**src/rtl/ibex_fetch_req_ctrl.sv**
```systemverilog
// IF-stage prefetch request sequencer: issues word-aligned instruction-bus
// requests, bounds outstanding traffic and drops responses made stale by a redirect.

module ibex_fetch_req_ctrl_sva #(
  parameter int unsigned NumOutstanding = 2,
  parameter int unsigned CntW           = 2
) (
  input  logic            clk_i,
  input  logic            rst_ni,
  input  logic [CntW-1:0] out_q_i,
  input  logic [CntW-1:0] disc_q_i,
  input  logic            retire_i,
  input  logic            instr_req_i,
  input  logic            instr_gnt_i,
  input  logic [31:0]     instr_addr_i
);

  localparam logic [CntW-1:0] MaxOut = CntW'(NumOutstanding);

  a_no_orphan_retire: assert property (@(posedge clk_i) disable iff (!rst_ni)
    retire_i |-> (out_q_i != {CntW{1'b0}}));

  a_out_bound: assert property (@(posedge clk_i) disable iff (!rst_ni)
    out_q_i <= MaxOut);

  a_disc_bound: assert property (@(posedge clk_i) disable iff (!rst_ni)
    disc_q_i <= out_q_i);

  a_addr_aligned: assert property (@(posedge clk_i) disable iff (!rst_ni)
    instr_addr_i[1:0] == 2'b00);

  a_req_stable: assert property (@(posedge clk_i) disable iff (!rst_ni)
    (instr_req_i && !instr_gnt_i) |=> (instr_req_i && $stable(instr_addr_i)));

endmodule

module ibex_fetch_req_ctrl #(
  parameter int unsigned NumOutstanding = 2,
  localparam int unsigned CntW = $clog2(NumOutstanding + 1)
) (
  input  logic            clk_i,
  input  logic            rst_ni,
  input  logic [31:0]     boot_addr_i,
  input  logic            req_i,
  input  logic            branch_i,
  input  logic [31:0]     branch_addr_i,
  input  logic [CntW-1:0] fifo_space_i,
  output logic            instr_req_o,
  output logic [31:0]     instr_addr_o,
  input  logic            instr_gnt_i,
  input  logic            instr_rvalid_i,
  input  logic            instr_bus_err_i,
  output logic            resp_valid_o,
  output logic            resp_err_o,
  output logic [31:0]     resp_addr_o,
  output logic            busy_o
);

  typedef enum logic [0:0] {
    IDLE     = 1'b0,
    WAIT_GNT = 1'b1
  } state_e;

  localparam logic [CntW-1:0] MaxOut = CntW'(NumOutstanding);

  state_e          state_q, state_d;
  logic [CntW-1:0] out_q, out_d;
  logic [CntW-1:0] disc_q, disc_d;
  logic            branch_pend_q, branch_pend_d;
  logic [31:0]     fetch_addr_q, fetch_addr_d;
  logic [31:0]     resp_addr_q, resp_addr_d;
  logic [31:0]     branch_addr_q, branch_addr_d;

  logic [31:0]     branch_tgt_s;
  logic [31:0]     boot_fetch_s;
  logic [CntW-1:0] in_fifo_s;
  logic            can_issue_s;
  logic            req_s;
  logic            issue_s;
  logic            retire_s;
  logic            resp_valid_s;
  logic            unused_addr_bits_s;

  assign branch_tgt_s       = {branch_addr_i[31:2], 2'b00};
  assign boot_fetch_s       = {boot_addr_i[31:8], 8'h80};
  assign unused_addr_bits_s = ^{boot_addr_i[7:0], branch_addr_i[1:0]};

  // Words still owed to the FIFO exclude the ones that will be discarded.
  assign in_fifo_s    = out_q - disc_q;
  assign can_issue_s  = (out_q < MaxOut) && (fifo_space_i > in_fifo_s);
  assign issue_s      = req_s & instr_gnt_i;
  assign retire_s     = instr_rvalid_i;
  assign resp_valid_s = rst_ni & retire_s & (disc_q == {CntW{1'b0}}) & ~branch_i;

  // Bus request: a held request never depends on grant or redirect.
  always_comb begin
    req_s = 1'b0;
    case (state_q)
      IDLE:     req_s = rst_ni & req_i & can_issue_s & ~branch_i;
      WAIT_GNT: req_s = rst_ni;
      default:  req_s = 1'b0;
    endcase
  end

  // Fetch address sequencing and the redirect held back behind a pending grant.
  always_comb begin
    state_d       = state_q;
    fetch_addr_d  = fetch_addr_q;
    branch_pend_d = branch_pend_q;
    branch_addr_d = branch_addr_q;
    case (state_q)
      IDLE: begin
        if (branch_i) begin
          fetch_addr_d = branch_tgt_s;
        end else if (issue_s) begin
          fetch_addr_d = fetch_addr_q + 32'd4;
        end else if (req_s) begin
          state_d = WAIT_GNT;
        end else begin
          state_d = IDLE;
        end
      end
      WAIT_GNT: begin
        if (issue_s) begin
          state_d       = IDLE;
          branch_pend_d = 1'b0;
          if (branch_i) begin
            fetch_addr_d = branch_tgt_s;
          end else if (branch_pend_q) begin
            fetch_addr_d = branch_addr_q;
          end else begin
            fetch_addr_d = fetch_addr_q + 32'd4;
          end
        end else if (branch_i) begin
          branch_pend_d = 1'b1;
          branch_addr_d = branch_tgt_s;
        end else begin
          state_d = WAIT_GNT;
        end
      end
      default: begin
        state_d = IDLE;
      end
    endcase
  end

  // Outstanding / discard accounting; a redirect marks every in-flight word stale.
  always_comb begin
    out_d  = out_q + CntW'(issue_s) - CntW'(retire_s);
    disc_d = disc_q;
    if (branch_i || (issue_s && branch_pend_q)) begin
      disc_d = out_d;
    end else if (retire_s && (disc_q != {CntW{1'b0}})) begin
      disc_d = disc_q - CntW'(1'b1);
    end else begin
      disc_d = disc_q;
    end
  end

  // Address tag for the next word handed to the FIFO.
  always_comb begin
    resp_addr_d = resp_addr_q;
    if (branch_i) begin
      resp_addr_d = branch_tgt_s;
    end else if (resp_valid_s) begin
      resp_addr_d = resp_addr_q + 32'd4;
    end else begin
      resp_addr_d = resp_addr_q;
    end
  end

  // State registers with synchronous active-low reset.
  always_ff @(posedge clk_i) begin
    if (!rst_ni) begin
      state_q       <= IDLE;
      out_q         <= {CntW{1'b0}};
      disc_q        <= {CntW{1'b0}};
      branch_pend_q <= 1'b0;
      fetch_addr_q  <= boot_fetch_s;
      resp_addr_q   <= boot_fetch_s;
      branch_addr_q <= 32'h0000_0000;
    end else begin
      state_q       <= state_d;
      out_q         <= out_d;
      disc_q        <= disc_d;
      branch_pend_q <= branch_pend_d;
      fetch_addr_q  <= fetch_addr_d;
      resp_addr_q   <= resp_addr_d;
      branch_addr_q <= branch_addr_d;
    end
  end

  assign instr_req_o  = req_s;
  assign instr_addr_o = fetch_addr_q;
  assign resp_valid_o = resp_valid_s;
  assign resp_err_o   = resp_valid_s & instr_bus_err_i;
  assign resp_addr_o  = resp_addr_q;
  assign busy_o       = rst_ni & ((state_q == WAIT_GNT) | (out_q != {CntW{1'b0}}));

  ibex_fetch_req_ctrl_sva #(
    .NumOutstanding (NumOutstanding),
    .CntW           (CntW)
  ) u_sva (
    .clk_i        (clk_i),
    .rst_ni       (rst_ni),
    .out_q_i      (out_q),
    .disc_q_i     (disc_q),
    .retire_i     (retire_s),
    .instr_req_i  (req_s),
    .instr_gnt_i  (instr_gnt_i),
    .instr_addr_i (fetch_addr_q)
  );

endmodule
```
**config.mk**
```make
export PLATFORM = sky130hd
export DESIGN_NAME = ibex_fetch_req_ctrl
export DESIGN_NICKNAME = d
export VERILOG_FILES = /design/src/rtl/ibex_fetch_req_ctrl.sv
export SDC_FILE = /design/constraint.sdc
export NUM_CORES = 1
export LEC_CHECK = 0
export ABC_AREA = 1
export ABC_CLOCK_PERIOD_IN_PS = 7400
export CORE_ASPECT_RATIO = 0.7
export CORE_MARGIN = 2
export CORE_UTILIZATION = 25
export DETAILED_ROUTE_END_ITERATION = 7
export PLACE_DENSITY = 0.46
export SYNTH_ARGS = -nofsm -noshare
export SYNTH_HDL_FRONTEND = slang
export SYNTH_HIERARCHICAL = 1
export SYNTH_SLANG_ARGS = --single-unit
```
**constraint.sdc**
```tcl
create_clock -name clk_i -period 7.4 [get_ports clk_i]
set_input_delay 1.48 -clock clk_i [delete_from_list [all_inputs] [get_ports clk_i]]
set_output_delay 1.48 -clock clk_i [all_outputs]
set_load 0.03 [all_outputs]
```
==> flow_metrics.env, run 1 <==
export IMPL_overflow=0
export IMPL_layout_commonest_cell="nand2_1"
export IMPL_wl_per_cell_um=17.0
export IMPL_die_y_um=138
export IMPL_core_area_um2=25400
export IMPL_hp_class="flip-flop to flip-flop"
export IMPL_die_area_um2=27000
export IMPL_synth_seq_cells=98
export IMPL_critPathLaunchType="primary input"
export IMPL_cts_buffers=9
export IMPL_p_int_mw=1.10
export IMPL_p_switching_uw=548
export IMPL_fin_hold_ws_ns=0.436
export IMPL_clk_pin_slew_worst_paths_ns=0.07
export IMPL_yosys_cell_types_count=38
export IMPL_drive_above_1_share_pct=2.73
export IMPL_cts_htree_levels=3
export IMPL_status="finished clean"
export IMPL_cts_resized=0
export IMPL_worst_r2r_cell_count=13
export IMPL_end_kind="output pin"
export IMPL_clkPwrFrac_pct=31.8
export IMPL_p_comb_share_pct=26.1
export IMPL_holdBufCountCts=0
export IMPL_layout_common_cells="nand2_1, nor2_1, clkdlybuf4s50_1, inv_1, nand3_1"
export IMPL_grt_first_pass_wirelength_mm=37.5
export IMPL_final_hold_violation_count=0
export IMPL_min_period_over_period_pct=70.6
export IMPL_synth_edf_count=48
export IMPL_power_ir_vdd_worst_mv=0.127
export IMPL_fin_area_um2=8290
export IMPL_cts_tree="built"
export IMPL_r2r_setup_slack_ns=3.97
export IMPL_crit_start="rst_ni"
export IMPL_die_w_um=196
export IMPL_grt_setup_unrepaired="false"
export IMPL_power_leakage_nw=3.62
export IMPL_start_util_pct=25.2
export IMPL_switching_share_pct=33.4
export IMPL_drv_cap=0
export IMPL_cts_buffer_depth=2
export IMPL_finalPower_mw=1.64
export IMPL_num_antenna_cells=0
export IMPL_drv_slew=0
export IMPL_timing_rr_end="instr_addr_o[23]"
export IMPL_avgSynthCellArea_um2=6.52
export IMPL_grtUsageTotal_pct=18.2
export IMPL_cpMaxStageDelayCell="clkdlybuf4s50_1"
export IMPL_place_area_um2=7960
export IMPL_worst_slew_pin_slew_ns=1.09
export IMPL_ant_nets=0
export IMPL_crit_path_frequent_cell="nor2_1"
export IMPL_clock_latency_ns=0.35
export IMPL_grt_pass1_vias=6350
export IMPL_vias_per_cell=4.61
export IMPL_final_nets=1173
export IMPL_skew_ns=0.00673
export IMPL_critPathMaxFanout=39
export IMPL_detail_route_wirelength_mm=24.3
export IMPL_gp_congestion=0.896
export IMPL_path_cells="buf_2 -> nand3_1 -> nor2_1 -> inv_1 -> nor2_1 -> clkdlybuf4s50_1"
export IMPL_p_per_area_nw_per_um2=198
export IMPL_syn2layout_area_growth_pct=29.1
export IMPL_worstPathArrival_ns=3.74
export IMPL_grt_start_max_net_pins=60
export IMPL_seqPwrFrac_pct=42.2
export IMPL_cts_root_buf="clkbuf_16"
export IMPL_portBuffers=128
export IMPL_max_freq_mhz=191
export IMPL_yosysSeqAreaShare_pct=38.1
export IMPL_antenna_found_initial=0
export IMPL_synthCells=984
export IMPL_relSlewSlack_pct=27.1
export IMPL_place_hpwl_mm=19.0
export IMPL_critPathKind="primary input to output pin"
export IMPL_yosysWarnings=6
export IMPL_num_rows=49
export IMPL_timing_final_crit_period_ns=5.22
export IMPL_syn_cell_area_um2=6420
export IMPL_post_route_drc_count=0
export IMPL_drt_iter0_drc=520
export IMPL_synthFlopType="dfxtp_1"
export IMPL_async_flop_share_pct=0
export IMPL_cp_required_ns=5.92
export IMPL_crit_end="resp_err_o"
export IMPL_vias=6582
export IMPL_post_cts_buffers=0
export IMPL_timing_setup_tns_ns=0
export IMPL_setup_viol=0
export IMPL_r2r_start="out_q[0]"
export IMPL_dr_pass1_iters=5
export IMPL_cpPeakStageDelay_ns=0.67
export IMPL_io_pins=141
export IMPL_cts_num_sinks=98
[power groups by stage]
stage | logic [mW] | clock network, mW | registers [mW]
detailed placement | 0.428 | 0 | 0.704
floorplan | 0.182 | 0 | 0.751
CTS | 0.430 | 0.536 | 0.692
global route | 0.473 | 0.554 | 0.701
finish | 0.429 | 0.522 | 0.693
global placement | 0.425 | 0 | 0.706
[worst max-delay path: cells and delay by family]
family / cells / cell delay (ns)
AND/OR/NAND/NOR: 3 / 0.82
buffers and inverters: 3 / 1.44
[sequential cells by signal, indices dropped and copies added, names as in the netlist]
| register | count |
|---|---|
| instr_addr_o | 32 |
| branch_addr_q | 30 |
| resp_addr_o | 30 |
| disc_q | 2 |
| out_q | 2 |
| branch_pend_q | 1 |
| state_q | 1 |
[per-stage QoR]
step / utilization, % / setup slack (ns) / cells
after floorplan: - / 3.05 / 985
after global placement: 31.3 / 2.17 / 1413
after detailed placement: 31.3 / 2.17 / 1413
after CTS: 32.6 / 2.15 / 1429
after global routing: 32.6 / 1.91 / 1429
final: 32.6 / 2.18 / 1429
[cell usage after synthesis, types with 12 or more instances]
cell type	instances	area, um2
o21ai_1	18	90.1
clkbuf_1	22	82.6
nor3_1	16	80.1
inv_1	116	435
nand3_1	89	445
edfxtp_1	48	1440
dfxtp_1	50	1000
a21oi_1	32	160
nor2_1	128	480
nand2_1	336	1260
xor2_1	12	105
nand3b_1	14	105
o21ai_0	37	185
[routing by layer]
layer  share of wire [%]  up-vias  GRT usage (%)
met4                0.54        0           2.57
met5                   0        -              0
li1                    -     3355              -
met1                  55     3055           28.8
met2                  39      159           25.8
met3                 4.9       13           3.24
[logic make-up (layout without fill, tap and decap cells)]
family,after synthesis,in the layout,share of synthesized area (%)
DFF,98,98,38.1
AOI/OAI and AO/OA,105,105,8.87
adders and majority gates,7,7,1.36
other,1,2,0.0584
buffers and inverters,155,268,10.0
xor gates and xnor gates,18,18,2.46
and+or+nand+nor,600,600,39.2
[cell type report]
class | instances | area (um2)
flip-flops and latches | 98 | 2440
clock buffers | 13 | 283
clock inverters | 3 | 43.8
repair buffers | 134 | 1320
fillers | 2792 | 17200
inverters | 118 | 444
multi-input cells | 732 | 3340
well taps | 331 | 414
[worst min-delay path by stage]
stage               cells after the start               end  slack [ns]             start
floorplan                               2  branch_addr_q[3]        0.45  branch_addr_q[3]
global placement                        2   instr_addr_o[1]        0.43   instr_addr_o[1]
detailed placement                      2   instr_addr_o[1]        0.43   instr_addr_o[1]
CTS                                     2   instr_addr_o[1]        0.44   instr_addr_o[1]
global route                            2   instr_addr_o[0]        0.46   instr_addr_o[0]
finish                                  2   instr_addr_o[1]        0.44   instr_addr_o[1]
No activity file was read; power rests on OpenSTA's default activity.
==> inputs of run 2 (changes only) <==
--- a/config.mk
+++ b/config.mk
@@ -6,12 +6,12 @@
 export NUM_CORES = 1
 export LEC_CHECK = 0
 export ABC_AREA = 1
-export ABC_CLOCK_PERIOD_IN_PS = 7400
+export ABC_CLOCK_PERIOD_IN_PS = 4300
 export CORE_ASPECT_RATIO = 0.7
 export CORE_MARGIN = 2
 export CORE_UTILIZATION = 25
 export DETAILED_ROUTE_END_ITERATION = 7
-export PLACE_DENSITY = 0.46
+export PLACE_DENSITY = 0.48
 export SYNTH_ARGS = -nofsm -noshare
 export SYNTH_HDL_FRONTEND = slang
 export SYNTH_HIERARCHICAL = 1
==> constraint.sdc (replaced) <==
create_clock -name clk_i -period 4.3 [get_ports clk_i]
set_input_delay 0.86 -clock clk_i [delete_from_list [all_inputs] [get_ports clk_i]]
set_output_delay 0.86 -clock clk_i [all_outputs]
set_load 0.03 [all_outputs]
==> run 2 against run 1 <==
Clock-buffer cell count down 1; clock skew up 0.0021 ns; wire length down 1.8%; core utilization about the same; clock power up 63%; worst setup slack worse by 1.5 ns; global-route usage down 0.30 points; total power up 69%; flip-flop and latch count unchanged; combinational power up 71%.
==> flow_metrics.env, run 2 (synthesis gave the netlist of run 1 again) <==
export IMPL_num_antenna_cells=0
export IMPL_place_hpwl_mm=18.7
export IMPL_cts_resized=0
export IMPL_drt_iter0_drc=551
export IMPL_timing_rr_end="instr_addr_o[19]"
export IMPL_grt_setup_unrepaired="false"
export IMPL_fin_area_um2=8280
export IMPL_clock_latency_ns=0.35
export IMPL_min_period_over_period_pct=84.3
export IMPL_vias=6620
export IMPL_vias_per_cell=4.62
export IMPL_wl_per_cell_um=16.6
export IMPL_cts_htree_levels=3
export IMPL_fin_hold_ws_ns=0.435
export IMPL_grt_start_max_net_pins=60
export IMPL_gp_congestion=0.917
export IMPL_io_pins=141
export IMPL_hold_end="instr_addr_o[1]"
export IMPL_cp_required_ns=3.44
export IMPL_syn2layout_area_growth_pct=29.0
export IMPL_num_rows=49
export IMPL_power_ir_vdd_worst_mv=0.192
export IMPL_grt_first_pass_wirelength_mm=36.9
export IMPL_ant_nets=0
export IMPL_multi_input_area_um2=3340
export IMPL_critPathLaunchType="primary input"
export IMPL_timing_final_crit_period_ns=3.63
export IMPL_grt_pass1_vias=6213
export IMPL_drv_cap=0
export IMPL_die_w_um=196
export IMPL_max_freq_mhz=276
export IMPL_hold_start="instr_addr_o[1]"
export IMPL_path_cells="clkdlybuf4s50_1 -> inv_1 -> ha_1 -> a21oi_1 -> nand3_4 -> nand2_4 -> clkdlybuf4s50_1"
export IMPL_portBuffers=128
export IMPL_drive_above_1_share_pct=3.36
export IMPL_layout_commonest_cell="nand2_1"
export IMPL_relSlewSlack_pct=36.1
export IMPL_r2r_setup_slack_ns=1.44
export IMPL_worst_slew_pin_slew_ns=0.958
export IMPL_r2r_start="out_q[0]"
export IMPL_critPathMaxFanout=4
export IMPL_min_path_cells=2
export IMPL_layout_common_cells="nand2_1, nor2_1, clkdlybuf4s50_1, inv_1, nand3_1"
export IMPL_place_area_um2=7980
export IMPL_holdBufCountCts=0
export IMPL_utilization_pct=32.6
export IMPL_detail_route_wirelength_mm=23.8
export IMPL_power_leakage_nw=3.63
export IMPL_post_cts_buffers=0
export IMPL_cpMaxStageDelayCell="clkdlybuf4s50_1"
export IMPL_largest_reg_flops=32
export IMPL_regArea_um2=2440
export IMPL_skew_ns=0.00883
export IMPL_die_y_um=138
export IMPL_cpPeakStageDelay_ns=0.69
export IMPL_cts_root_buf="clkbuf_16"
export IMPL_setup_viol=0
export IMPL_cts_num_sinks=98
export IMPL_crit_path_frequent_cell="clkdlybuf4s50_1"
export IMPL_final_hold_violation_count=0
export IMPL_p_per_area_nw_per_um2=335
export IMPL_post_route_drc_count=0
export IMPL_overflow=0
export IMPL_final_nets=1176
export IMPL_hp_class="flip-flop to flip-flop"
export IMPL_cts_buffer_depth=2
export IMPL_cts_tree="built"
export IMPL_timing_setup_tns_ns=0
export IMPL_worstPathArrival_ns=2.77
export IMPL_critPathKind="primary input to output pin"
export IMPL_grtUsageTotal_pct=17.9
export IMPL_status="finished clean"
export IMPL_dr_pass1_iters=5
export IMPL_end_kind="output pin"
export IMPL_die_area_um2=27000
export IMPL_core_area_um2=25400
export IMPL_fillers=2804
export IMPL_antenna_found_initial=0
export IMPL_start_util_pct=25.2
export IMPL_cts_buffers=9
export IMPL_drv_slew=0
export IMPL_clk_pin_slew_worst_paths_ns=0.08
export IMPL_worst_r2r_cell_count=14
run 2: cell count changes in the layout (fill, tap and decap cells not counted), moves of 2 or more:
cell | previous run | this run
clkdlybuf4s50_1 | 127 | 125
clkbuf_1 | 2 | 0
clkbuf_8 | 0 | 2
inv_4 | 0 | 2
buf_4 | 6 | 11
run 2: routing by layer:
| metal | vias up | part of all wire [%] | global-route usage [%] |
|---|---|---|---|
| li1 | 3373 | - | - |
| met1 | 3025 | 54 | 28.8 |
| met4 | 0 | 1.3 | 3.94 |
| met2 | 200 | 38 | 24.0 |
| met3 | 22 | 6.6 | 3.44 |
| met5 | - | 0 | 0 |
run 2: cell type report:
class / instances / area share, %
clock inverter: 4 / 0.347
multi-input combinational: 732 / 40.3
inverter: 118 / 5.36
timing repair buffer: 137 / 16.2
clock buffer: 12 / 3.35
sequential: 98 / 29.5
tap: 331 / 5.00
run 2: critical path: cells and delay by family:
kind            cells  cell delay (ns)
buf+inv             3             1.18
fa+ha+maj           1             0.28
compound gates      1             0.24
simple gates        2             0.20
run 2: how the worst max path moves through the flow:
stage                          startpoint           to
final                     fifo_space_i[0]  instr_req_o
after detailed placement  fifo_space_i[0]  instr_req_o
after floorplan                    rst_ni   resp_err_o
after global placement    fifo_space_i[0]  instr_req_o
after CTS                 fifo_space_i[0]  instr_req_o
after global routing             out_q[0]  instr_req_o
run 2: metrics by stage:
step	power (mW)	worst slack [ns]	instances
6_report	2.77	0.673	1432
4_1_cts	2.80	0.669	1432
3_5_place_dp	1.94	0.661	1416
3_3_place_gp	1.94	0.669	1416
5_1_grt	2.91	0.562	1432
2_1_floorplan	1.61	1.19	985
run 2: power breakdown:
group	total [mW]	internal, mW	switching, mW
clock	0.850	0.464	0.387
combinational	0.733	0.285	0.448
sequential	1.19	1.08	0.113
==> inputs of run 3 (changes only) <==
--- a/config.mk
+++ b/config.mk
@@ -6,12 +6,12 @@
 export NUM_CORES = 1
 export LEC_CHECK = 0
 export ABC_AREA = 1
-export ABC_CLOCK_PERIOD_IN_PS = 4300
+export ABC_CLOCK_PERIOD_IN_PS = 3700
 export CORE_ASPECT_RATIO = 0.7
 export CORE_MARGIN = 2
 export CORE_UTILIZATION = 25
 export DETAILED_ROUTE_END_ITERATION = 7
-export PLACE_DENSITY = 0.48
+export PLACE_DENSITY = 0.46
 export SYNTH_ARGS = -nofsm -noshare
 export SYNTH_HDL_FRONTEND = slang
 export SYNTH_HIERARCHICAL = 1
==> constraint.sdc (replaced) <==
create_clock -name clk_i -period 3.7 [get_ports clk_i]
set_input_delay 0.74 -clock clk_i [delete_from_list [all_inputs] [get_ports clk_i]]
set_output_delay 0.74 -clock clk_i [all_outputs]
set_load 0.03 [all_outputs]
==> run 3 against run 2 <==
Register-to-register slack lost 0.46 ns; total power rose by 13%; flip-flop and latch count is the same; worst hold slack better by 0.0011 ns; cell count is 0.21% higher; clock-buffer cell count unchanged; core utilization fell by 0.054 points; critical path depth rose by 2; non-clock buffer count increased by 2; wire length is 1.1% higher; largest cell class unchanged; largest power group unchanged.
==> flow_metrics.env, run 3 (synthesis gave the netlist of run 1 again) <==
export IMPL_fillers=2811
export IMPL_die_area_um2=27000
export IMPL_num_rows=49
export IMPL_final_hold_violation_count=0
export IMPL_post_route_drc_count=0
export IMPL_syn2layout_area_growth_pct=28.8
export IMPL_cts_num_sinks=98
export IMPL_setup_viol=0
export IMPL_cts_buffers=9
export IMPL_portBuffers=128
export IMPL_critPathLaunchType="flip-flop"
export IMPL_timing_setup_tns_ns=0
export IMPL_cts_htree_levels=3
export IMPL_p_comb_share_pct=27.3
export IMPL_die_y_um=138
export IMPL_setup_ws_ns=0.256
export IMPL_grt_setup_unrepaired="false"
export IMPL_holdBufCountCts=0
export IMPL_grt_first_pass_wirelength_mm=37.0
export IMPL_seqPwrFrac_pct=44.3
export IMPL_final_nets=1178
export IMPL_grt_start_max_net_pins=59
export IMPL_layout_common_cells="nand2_1, nor2_1, clkdlybuf4s50_1, inv_1, nand3_1"
export IMPL_cts_resized=0
export IMPL_hp_class="flip-flop to flip-flop"
export IMPL_gp_congestion=0.871
export IMPL_cts_buffer_depth=2
export IMPL_layout_commonest_cell="nand2_1"
export IMPL_clkPwrFrac_pct=28.4
export IMPL_end_kind="output pin"
export IMPL_grt_pass1_vias=6303
export IMPL_drt_iter0_drc=520
export IMPL_pre_cts_slack_ns=0.297
export IMPL_cts_root_buf="clkbuf_16"
export IMPL_antenna_found_initial=1
export IMPL_post_cts_buffers=0
export IMPL_cts_tree="built"
export IMPL_switching_share_pct=34.6
export IMPL_vias_per_cell=4.57
export IMPL_min_period_over_period_pct=93.1
export IMPL_clock_latency_ns=0.36
export IMPL_clk_pin_slew_worst_paths_ns=0.07
export IMPL_grtUsageTotal_pct=18.0
export IMPL_timing_final_crit_period_ns=3.44
export IMPL_drv_slew=0
export IMPL_core_area_um2=25400
export IMPL_p_per_area_nw_per_um2=378
export IMPL_p_switching_mw=1.08
export IMPL_ant_nets=0
export IMPL_max_freq_mhz=290
export IMPL_wl_per_cell_um=16.8
export IMPL_critPathKind="flip-flop to output pin"
export IMPL_place_area_um2=8000
export IMPL_worstPathArrival_ns=2.70
export IMPL_critPathMaxFanout=4
export IMPL_drv_cap=0
export IMPL_start_util_pct=25.2
export IMPL_fin_area_um2=8270
export IMPL_status="finished clean"
export IMPL_place_hpwl_mm=18.9
export IMPL_die_w_um=196
export IMPL_largest_reg_flops=32
export IMPL_cp_required_ns=2.96
export IMPL_skew_ns=0.0121
export IMPL_power_ir_vdd_worst_mv=0.217
export IMPL_worst_slew_pin_slew_ns=1.01
export IMPL_overflow=0
export IMPL_detail_route_wirelength_mm=24.1
export IMPL_relSlewSlack_pct=32.8
export IMPL_io_pins=141
export IMPL_dr_pass1_iters=5
export IMPL_p_int_mw=2.04
export IMPL_vias=6558
export IMPL_power_leakage_nw=3.62
export IMPL_drive_above_1_share_pct=3.35
run 3: cell count changes in the layout (fill, tap and decap cells not counted), sizes merged:
cell	change
clkdlybuf4s50	-1
buf	+3
inv	-2
clkinv	+3
diode	+1
clkinvlp	-1
run 3: power by group through the flow:
stage	Clock (mW)	Sequential, mW	Combinational (mW)
3_3_place_gp	0	1.41	0.851
3_5_place_dp	0	1.41	0.854
2_1_floorplan	0	1.50	0.365
4_1_cts	0.915	1.38	0.858
5_1_grt	0.955	1.40	0.941
6_report	0.887	1.38	0.854
run 3: cell type report:
| class | count | area, um2 | share of cell area (%) |
|---|---|---|---|
| diodes | 1 | 2.50 | 0.0303 |
| clock buffers | 12 | 236 | 2.86 |
| clock inverters | 4 | 28.8 | 0.348 |
| inverters | 118 | 444 | 5.37 |
| multi-input cells | 732 | 3340 | 40.4 |
| flip-flops and latches | 98 | 2440 | 29.5 |
| well taps | 331 | 414 | 5.01 |
| repair buffers | 139 | 1360 | 16.5 |
run 3: final timing paths:
path,slack [ns],end,cells past startpoint,startpoint
max,0.26,instr_req_o,9,out_q[0]
min reg2reg,0.44,instr_addr_o[0],2,instr_addr_o[0]
min,0.44,instr_addr_o[0],2,instr_addr_o[0]
max reg2reg,0.98,instr_addr_o[27],13,out_q[0]
run 3: per-stage QoR:
step	std cells	utilization [%]	total power [mW]	hold slack, ns
floorplan	985	-	1.87	0.450
global placement	1418	31.4	2.26	0.424
detailed placement	1418	31.4	2.26	0.429
CTS	1434	32.5	3.16	0.439
global route	1435	32.5	3.30	0.472
finish	1435	32.5	3.13	0.436
run 3: critical path: stages, from the launching register on:
cell,delay [ns]
dfxtp_1,0.34
inv_1,0.06
ha_1,0.20
xnor2_1,0.16
xor2_1,0.21
ha_1,0.27
a21oi_1,0.23
nand3_4,0.11
nand2_4,0.09
clkdlybuf4s50_1,0.68
run 3: per-layer routing:
layer	vias to the layer above	global-route usage, %	part of all wire (%)
met5	-	0	0
met4	0	4.06	0.98
met3	15	3.22	5.9
met2	190	24.4	38
met1	2969	28.8	55
li1	3384	-	-
==> patch 1, RTL diff (config.mk and constraints of run 1) <==
`NumOutstanding` is set to 2 in 2 places; all go to 1.
--- a/src/rtl/ibex_fetch_req_ctrl.sv
+++ b/src/rtl/ibex_fetch_req_ctrl.sv
@@ -4,3 +4,3 @@
 module ibex_fetch_req_ctrl_sva #(
-  parameter int unsigned NumOutstanding = 2,
+  parameter int unsigned NumOutstanding = 1,
   parameter int unsigned CntW           = 2
@@ -37,3 +37,3 @@
 module ibex_fetch_req_ctrl #(
-  parameter int unsigned NumOutstanding = 2,
+  parameter int unsigned NumOutstanding = 1,
   localparam int unsigned CntW = $clog2(NumOutstanding + 1)
Interface: changed (resized fifo_space_i); port bits go from 141 to 140. No check against the original RTL was run, so the function may have changed too.
==> patch 1 against run 1 <==
Worst hold slack is essentially flat; design area shrank 2.8%; highest routed layer unchanged; power shrank 9.5%; global-route usage grew 0.57 points; critical path type unchanged; worst setup slack gained 0.23 ns; area after synthesis shrank 3.6%; sequential cell count shrank 2; routed wire length is essentially flat.
==> patch 1: results (changes against run 1) <==
metric,value,unit,change
status,completed,,
cp-endpoint,resp_valid_o,,
drive_gt1_frac,0.0292,,+0.00190
period_share,0.674,,-0.0316
holdWs,0.436,ns,+0.000137 ns
wl,24200,um,about the same
instances_no_fill,1420,,-0.63%
rr_worst_depth,8,,-5
grt_pass1_wl,36100,um,-3.7%
placed_area,0.00777,sq mm,-2.4%
synthTopCellsByArea,"edfxtp_1, nand2_1, dfxtp_1",,
pre_cts_ws,2.39,ns,+0.221 ns
ir_drop,0.108,mV,-15%
rows,48,,-2.0%
setup.worst_path.start,instr_rvalid_i,,
rr_startpoint,instr_addr_o[2]$_SDFFE_PN0P_,,
port_buffers,127,,-0.78%
netlist_top_cells_count,"nand2_1, nor2_1, inv_1",,
finClkSkew,0.00827,ns,+0.00155 ns
cp.arrival,3.51,ns,-0.23 ns
antenna_found_initial,0,,unchanged
ys_types,34,,-11%
reg2reg_slack,4.95,ns,+0.98 ns
routabilityCongestion,0.909,,+1.5%
largest_register_ffs,32,,unchanged
num_vias,6502,,-1.2%
hpwl,18900,um,-0.41%
worstMarginPinSlew,1.15,ns,+0.0557 ns
worstHoldStart,instr_addr_o[0]$_SDFFE_PN0P_,,
r2r_end,instr_addr_o[16]$_DFFE_PP_,,
cp_slowest_stage_delay,0.71,ns,+0.04 ns
nNetsFinal,1164,,-0.77%
drtIter0Drc,650,,+25%
ys_seq_area_frac,0.388,,+0.00761
leakage,0.00355,uW,-2.0%
grt_usage,0.188,,+0.00568
path_max_fanout,6,,-85%
cp_slowest_cell,clkdlybuf4s50_1,,
grt_pass1_vias,5811,,-8.5%
grt_max_degree,51,,-15%
## patch 1: changes by cell type in the layout (fill, tap and decap cells not counted), sizes merged, moves of 3 or more
cell | run 1 | this run
o21ai | 55 | 39
nor2 | 129 | 153
nand2 | 339 | 361
xor2 | 12 | 9
a21oi | 32 | 40
nand3b | 14 | 21
nand4 | 9 | 5
nand3 | 91 | 76
ha | 7 | 2
inv | 116 | 107
## patch 1: cells by family (layout without fill, tap and decap cells)
group	Yosys count	after routing	synth area share
AO/OA/AOI/OAI	90	90	0.0770
AND/OR/NAND/NOR	634	634	0.421
buffers and inverters	141	257	0.0891
adder cells (fa/ha/maj)	2	2	0.00404
XOR/XNOR	14	14	0.0198
other	1	2	0.000606
flip-flops	96	96	0.388
## patch 1: layout make-up
type / instances / area (sq um)
fill: 2735 / 16500
tap: 325 / 407
sequential: 96 / 2400
multi-input combinational: 742 / 3240
clock buffer: 12 / 258
inverter: 107 / 404
clock inverter: 4 / 27.5
timing repair buffer: 134 / 1310
## patch 1: report_power, final
part / leakage [uW] / internal, uW / switching [uW]
Sequential: 0.000894 / 606 / 59.6
Combinational: 0.00251 / 138 / 217
Clock: 0.000138 / 249 / 219
Total: 0.00355 / 993 / 495
## patch 1: worst reg2reg max path, delay by kind of cell, from the launching register on
family                   cells  cell delay [ns]
AND/OR/NAND/NOR              5             0.98
AO/OA/AOI/OAI                1             0.17
adder cells (fa/ha/maj)      1             0.43
flip-flops                   1             0.55
buffers and inverters        1             0.07
## patch 1: layer usage
| layer | vias up | routed length [um] | track usage |
|---|---|---|---|
| met2 | 212 | 9570 | 0.258 |
| met4 | 0 | 263 | 0.0356 |
| met3 | 15 | 1600 | 0.0326 |
| met5 | - | 0 | 0 |
| li1 | 3312 | - | - |
| met1 | 2963 | 12800 | 0.300 |
==> patch 2, RTL diff (settings of run 1) <==
Made on the original files. Register the output `resp_err_o`; this adds one clock of latency there. The other outputs are not delayed to match.
--- a/src/rtl/ibex_fetch_req_ctrl.sv
+++ b/src/rtl/ibex_fetch_req_ctrl.sv
@@ -195,3 +195,5 @@
   assign resp_valid_o = resp_valid_s;
-  assign resp_err_o   = resp_valid_s & instr_bus_err_i;
+  always_ff @(posedge clk_i) begin
+    resp_err_o <= resp_valid_s & instr_bus_err_i;
+  end
   assign resp_addr_o  = resp_addr_q;
Behaviour: not the same (a bounded check fails within 4 cycles, from zero or initial values and one cycle with rst_ni low).
==> patch 2 against run 1 <==
Design area barely moved; worst setup slack gained 0.37 ns; area after synthesis rose by 0.31%; sequential share of layout area rose by 0.21 points; die area rose by 0.31%; sequential cell count increased by 1; routed wire length decreased by 1.2%; synthesized cell count grew 0.10%; power fell by 1.1%; critical path type unchanged.
==> patch 2: results (changes against run 1) <==
metric,value,unit,change
status,completed,,
synthTopCellsByArea,"edfxtp_1, nand2_1, dfxtp_1",,
max_slew_margin,0.256,,-0.0148
cp_slowest_stage_delay,0.68,ns,
rr_startpoint,out_q[0]$_SDFF_PN0_,,
setup.worst_path.start,fifo_space_i[0],,
root_buffer,clkbuf_16,,
ir_drop,0.104,mV,-18%
ys_types,38,,unchanged
wl,24000,um,-1.2%
ys_seq_area_frac,0.382,,+0.00193
firstDrtPassIters,5,,unchanged
port_buffers,128,,unchanged
pwr.group.clock,499,uW,-4.4%
numCtsBuffers,9,,unchanged
drtIter0Drc,571,,+9.8%
grt_pass1_wl,36400,um,-3.1%
power.net_switching,566,uW,+3.2%
detail-route-antenna-nets,0,,unchanged
grt_max_degree,60,,unchanged
htreeDepth,3,,unchanged
grt_usage,0.176,,-0.00597
netlist_top_cells_count,"nand2_1, nor2_1, inv_1",,
ys_warn_count,6,,unchanged
clock_latency,0.36,ns,
synth-edff-count,48,,unchanged
power.internal,1060,uW,-3.3%
hpwl,18700,um,-1.4%
num_vias,6624,,+0.64%
cp_slowest_cell,clkdlybuf4s50_1,,
hold_class,flip-flop to flip-flop,,
cts_buffer_depth,2,,unchanged
routabilityCongestion,0.869,,-3.0%
worstHoldStart,instr_addr_o[0]$_SDFFE_PN0P_,,
synthArstFlopShare,0,,unchanged
largest_register_ffs,32,,unchanged
path_clk_slew,0.08,ns,
synthFlopType,dfxtp_1,,
cp.arrival,3.37,ns,-0.37 ns
post_cts_resized,0,,unchanged
grt_pass1_vias,6147,,-3.2%
drive_gt1_frac,0.0300,,+0.00268
antenna_found_initial,0,,unchanged
n_antenna_cell,0,,unchanged
finClkSkew,0.0127,ns,+0.00600 ns
cts_setup_buffers,0,,unchanged
worst_path_dominant_cell_family,buffers and inverters,,
path_max_fanout,4,,-90%
leakage,0.00362,uW,about the same
nNetsFinal,1175,,+0.17%
pwr-share-seq,0.430,,+0.008
[patch 2: stage by stage]
stage	hold slack, ns	instances	utilization	worst slack (ns)	instance area (sq um)
5_1_grt	0.455	1431	0.325	2.45	8290
3_5_place_dp	0.427	1415	0.313	2.53	7990
3_3_place_gp	0.426	1415	0.313	2.54	7990
2_1_floorplan	0.450	986	-	3.44	6440
4_1_cts	0.441	1431	0.325	2.53	8290
6_report	0.438	1431	0.325	2.55	8290
[patch 2: cell type report]
type,instances,area [sq um]
Clock buffer,11,264
Sequential cell,99,2460
Tap cell,331,414
Multi-Input combinational cell,732,3340
Fill cell,2822,17200
Inverter,118,444
Clock inverter,5,42.5
Timing Repair Buffer,135,1330
[patch 2: worst paths after layout]
| check | end | slack (ns) | cells past startpoint |
|---|---|---|---|
| worst max-delay path | instr_req_o | 2.55 | 7 |
| worst min-delay path | instr_addr_o[0]$_SDFFE_PN0P_ | 0.44 | 2 |
| worst max register to register | branch_addr_q[7]$_SDFFE_PN0P_ | 4.10 | 13 |
| worst min register to register | instr_addr_o[0]$_SDFFE_PN0P_ | 0.44 | 2 |
[patch 2: metal layers]
metal,up-vias,share of wire,GRT usage
met5,-,0,0
met4,0,0.015,0.0407
met3,19,0.065,0.0342
met2,210,0.37,0.230
met1,3026,0.55,0.287
li1,3369,-,-
[patch 2: cells by family after synthesis]
| family | after synthesis | share of synthesized area |
|---|---|---|
| buffers and inverters | 155 | 0.0999 |
| AO/OA/AOI/OAI | 105 | 0.0884 |
| adder cells (fa/ha/maj) | 7 | 0.0136 |
| AND/OR/NAND/NOR | 600 | 0.391 |
| flip-flops | 99 | 0.382 |
| XOR/XNOR | 18 | 0.0245 |
| other | 1 | 0.000582 |
